<file path="src/rtl/imm_gen_pipe.sv">
// rtl/imm_gen_pipe.sv - pipelined RISC-V immediate generator with a 2-entry skid FIFO
// Decodes I/S/B/U/J/SHAMT immediates, buffers {imm, err}, counts illegal format selects.
module imm_gen_pipe #(
  parameter int XLEN      = 32,
  parameter int ERR_CNT_W = 8
) (
  input  logic                 clk,
  input  logic                 rst_n,
  input  logic                 flush,
  input  logic                 in_valid,
  output logic                 in_ready,
  input  logic [31:0]          instr,
  input  logic [2:0]           IMMSrc,
  output logic                 out_valid,
  input  logic                 out_ready,
  output logic [XLEN-1:0]      imm_out,
  output logic                 imm_err,
  output logic [ERR_CNT_W-1:0] err_count
);

  logic [63:0]     dec_wide;
  logic [XLEN-1:0] dec_imm;
  logic            dec_err;

  logic [XLEN-1:0] mem_imm [2];
  logic            mem_err [2];
  logic            rd_ptr;
  logic            wr_ptr;
  logic [1:0]      count;
  logic            rst_sync;
  logic            push;
  logic            pop;

  // The low opcode bits never contribute to any immediate.
  logic unused_opcode;
  assign unused_opcode = ^instr[6:0];

  // Everything is built sign-extended to 64 bits, then cut down to XLEN.
  always_comb begin
    dec_wide = '0;
    dec_err  = 1'b0;
    case (IMMSrc)
      3'b000: dec_wide = {{52{instr[31]}}, instr[31:20]};
      3'b001: dec_wide = {{52{instr[31]}}, instr[31:25], instr[11:7]};
      3'b010: dec_wide = {{32{instr[31]}}, instr[31:12], 12'b0};
      3'b011: dec_wide = {{43{instr[31]}}, instr[31], instr[19:12], instr[20],
                          instr[30:21], 1'b0};
      3'b100: dec_wide = (XLEN == 64) ? {58'b0, instr[25:20]} : {59'b0, instr[24:20]};
      3'b101: dec_wide = {{51{instr[31]}}, instr[31], instr[7], instr[30:25],
                          instr[11:8], 1'b0};
      default: dec_err = 1'b1;
    endcase
  end

  assign dec_imm = dec_wide[XLEN-1:0];

  assign in_ready  = rst_sync && (count < 2'd2) && !flush;
  assign out_valid = (count != 2'd0);
  assign push      = in_valid && in_ready;
  assign pop       = out_valid && out_ready;

  assign imm_out = out_valid ? mem_imm[rd_ptr] : '0;
  assign imm_err = out_valid ? mem_err[rd_ptr] : 1'b0;

  always_ff @(posedge clk or negedge rst_n) begin
    if (!rst_n) begin
      rst_sync   <= 1'b0;
      count      <= 2'd0;
      rd_ptr     <= 1'b0;
      wr_ptr     <= 1'b0;
      mem_imm[0] <= '0;
      mem_imm[1] <= '0;
      mem_err[0] <= 1'b0;
      mem_err[1] <= 1'b0;
    end else begin
      rst_sync <= 1'b1;
      if (flush) begin
        count  <= 2'd0;
        rd_ptr <= 1'b0;
        wr_ptr <= 1'b0;
      end else begin
        if (push) begin
          mem_imm[wr_ptr] <= dec_imm;
          mem_err[wr_ptr] <= dec_err;
          wr_ptr          <= ~wr_ptr;
        end
        if (pop) begin
          rd_ptr <= ~rd_ptr;
        end
        case ({push, pop})
          2'b10:   count <= count + 2'd1;
          2'b01:   count <= count - 2'd1;
          default: count <= count;
        endcase
      end
    end
  end

  // push is already suppressed during flush, so a flush never touches the counter.
  always_ff @(posedge clk or negedge rst_n) begin
    if (!rst_n) begin
      err_count <= '0;
    end else if (push && dec_err && (err_count != {ERR_CNT_W{1'b1}})) begin
      err_count <= err_count + 1'b1;
    end
  end

endmodule

</file>
<file path="config.mk">
export PLATFORM = sky130hd
export DESIGN_NAME = imm_gen_pipe
export DESIGN_NICKNAME = d
export VERILOG_FILES = /design/src/rtl/imm_gen_pipe.sv
export SDC_FILE = /design/constraint.sdc
export NUM_CORES = 1
export LEC_CHECK = 0
export CORE_MARGIN = 3
export CORE_UTILIZATION = 50
export DETAILED_ROUTE_END_ITERATION = 7
export GPL_ROUTABILITY_DRIVEN = 0
export HOLD_SLACK_MARGIN = 0.05
export PLACE_DENSITY_LB_ADDON = 0.05
export SLEW_MARGIN = 20
export SYNTH_ARGS = -nofsm -noshare
export SYNTH_HDL_FRONTEND = slang
export SYNTH_SLANG_ARGS = --single-unit
</file>
<file path="constraint.sdc">
create_clock -name clk -period 1.8 [get_ports clk]
set_clock_uncertainty 0.05 [all_clocks]
set_input_delay 0.36 -clock clk [delete_from_list [all_inputs] [get_ports clk]]
set_output_delay 0.36 -clock clk [all_outputs]
set_load 0.01 [all_outputs]
</file>
==> run metrics <==
peak supply drop 0.698 mV; CTS sink count 79; Async SR Flop Fraction 1.00; 1st-iter DRT viols 84; CTS max path bufs 2; Via density 5.16; most frequent cells in the layout 77 x dfrtp_1, 68 x nand2_1, 53 x nor2_1, 53 x o21ai_0, 41 x a21oi_1; first-pass GRT wire length 14700 um; outcome finished, violations left; Final Util 0.709; Yosys top cell area share 0.518; fmax 0.529 GHz; Synth cell types 34; WS Path Type reg2out; Synthesized Nets 454; DR vias 3224; Die ar. 8720 um2; Mean Syn Cell Area 9.24 um2; most common cell after layout, fill and taps aside dfrtp_1; Reg clk slew, reported paths 0.08 ns; height of the die 93.4 um; EDFF count, synth 0; leakage power 2.36 nW; Cell Pwr Density 890 nW/um2; Final setup viols 30; final setup margin -0.0907 ns; CTS H-Tree Depth 3; unrepaired setup endpoints after global routing true; GRT overflow 0; Initial Util 0.521; number of CTS-inserted buffers 9; synthesized cell area 3820 um2; drt drc 0; crit-path cells buf_6, clkbuf_16, mux2i_1, nor2_1, buf_2; Placed Area 4890 um2; Final Hold Fails 0; DP HPWL 6230 um; post-synth top area cell dfrtp_1; min cycle time layout 1.89 ns; Worst Path Max Fanout 5; crit-path max cell delay 0.42 ns; Yosys warnings 0; ratio of cells with drive above 1 in the final layout 0.228; maxcap violations 0; Primary FF master, synth dfrtp_1; CP endpoint kind output port; WP data required 1.39 ns; Tcrit/Tclk final 1.05; CTS tree done; Arr. time, crit path 1.48 ns; vias in the first global route 3103; Die X 93.4 um; main area contributors after synthesis dfrtp_1 52%, mux2i_1 10%, o21ai_0 6.9%; row count 31; CTS root buffer clkbuf_8; clk_lat worst skew 0.34 ns; initial antenna violation count 0; routed length per placed instance 14.9 um; Hold WC Path Type in2async; post-synthesis sequential area ratio 0.518; largest net degree at the start of global routing 43; I/O pin total 83; Gate Count Post-Synth 413; violations in the final reports negative setup slack; Area growth syn-to-layout 36.2%; Core Area 7330 um2; GR Util All Layers 0.215; Max Slew Vio Count 0; Design Power 4.63 mW; Post-Route WL 9310 um; drt pass-1 iters 4; hold slack 0.423 ns; # placed instances 596; Antenna Nets Post-Route 0; register bit count reported by yosys 79; final net count 562; Design Area, Final 5200 um2; startpoint types flip-flop; port bufs 75; non-filler instance count after layout 625; Critical-path top delay cell dfrtp_2; n_diodes 0
metal layers:
layer  track usage  part of all wire  vias up
met5             0                 0        -
met4        0.0806             0.015        0
met3        0.0249             0.031       11
met2         0.369              0.52       58
met1         0.278              0.44     1551
li1              -                 -     1604
cells in the mapped netlist (2+ instances only):
library cell and number:
a21oi_1 41, a31oi_1 2, and2_1 2, buf_2 14
buf_4 2, buf_6 3, clkbuf_1 8, dfrtp_1 79
inv_1 7, mux2_2 5, mux2i_1 38, nand2_1 69
nand2b_1 3, nand3_1 3, nand3b_1 2, nand4_1 3
nor2_1 55, nor2b_1 3, nor3_1 2, o21ai_0 53
xnor2_1 4, xor2_1 3
power by group:
group          total (mW)  internal, mW  switching [mW]
combinational        1.01         0.511           0.498
sequential           2.30          2.10           0.197
clock                1.32         0.683           0.640
what timing repair did:
item	in CTS	in global routing
hold endpoints to repair	27	0
gates resized for setup	150	25
gates cloned	0	3
hold buffers	1	0
setup buffers	4	6
pin swaps	2	9
endpoints found under the setup margin	35	40
area by class of cell:
class | count | area [um2]
clock buffer | 10 | 138
clock inverter | 6 | 67.6
inverter | 7 | 26.3
tap | 99 | 124
fill | 556 | 2130
multi-input combinational | 300 | 1730
timing repair buffer | 124 | 1130
sequential | 79 | 1980
critical path, delay by kind of cell (launching register included):
| kind | cells | cell delay (ns) |
|---|---|---|
| muxes | 1 | 0.21 |
| DFF | 1 | 0.42 |
| and+or+nand+nor | 1 | 0.06 |
| buffers and inverters | 3 | 0.44 |
logic make-up after synthesis:
| logic type | after synthesis | share of synthesized area |
|---|---|---|
| simple gates | 149 | 0.168 |
| fa+ha+maj | 1 | 0.00328 |
| flops | 79 | 0.518 |
| buf+inv | 34 | 0.0459 |
| xor+xnor | 7 | 0.0161 |
| mux | 43 | 0.114 |
| other cells | 1 | 0.000982 |
| compound gates | 99 | 0.134 |
registers in the layout, summed over array words and instances, names as in the netlist:
signal	cells
count	2
rst_sync	1
mem_imm	64
wr_ptr	1
rd_ptr	1
mem_err	2
err_count	8
final timing paths:
kind                                   from            to  slack (ns)  depth (start not counted)
worst max-delay path                 rd_ptr   imm_out[31]       -0.09                          5
worst min-delay path                  rst_n   mem_imm[47]        0.42                          2
worst max register to register     count[1]  err_count[5]        0.01                          7
worst min register to register  mem_imm[38]   mem_imm[38]        0.43                          2
max in group asynchronous             rst_n   mem_imm[24]        0.70                          3
min in group clk                mem_imm[38]   mem_imm[38]        0.43                          2
metrics by stage:
step	setup TNS [ns]	setup WS, ns
final	-1.27	-0.0907
after detailed placement	-7.49	-0.221
after floorplan	0	0.162
after global routing	-3.31	-0.146
after global placement	-5.23	-0.208
after CTS	-0.426	-0.150
(Power assumes the default switching activity.)
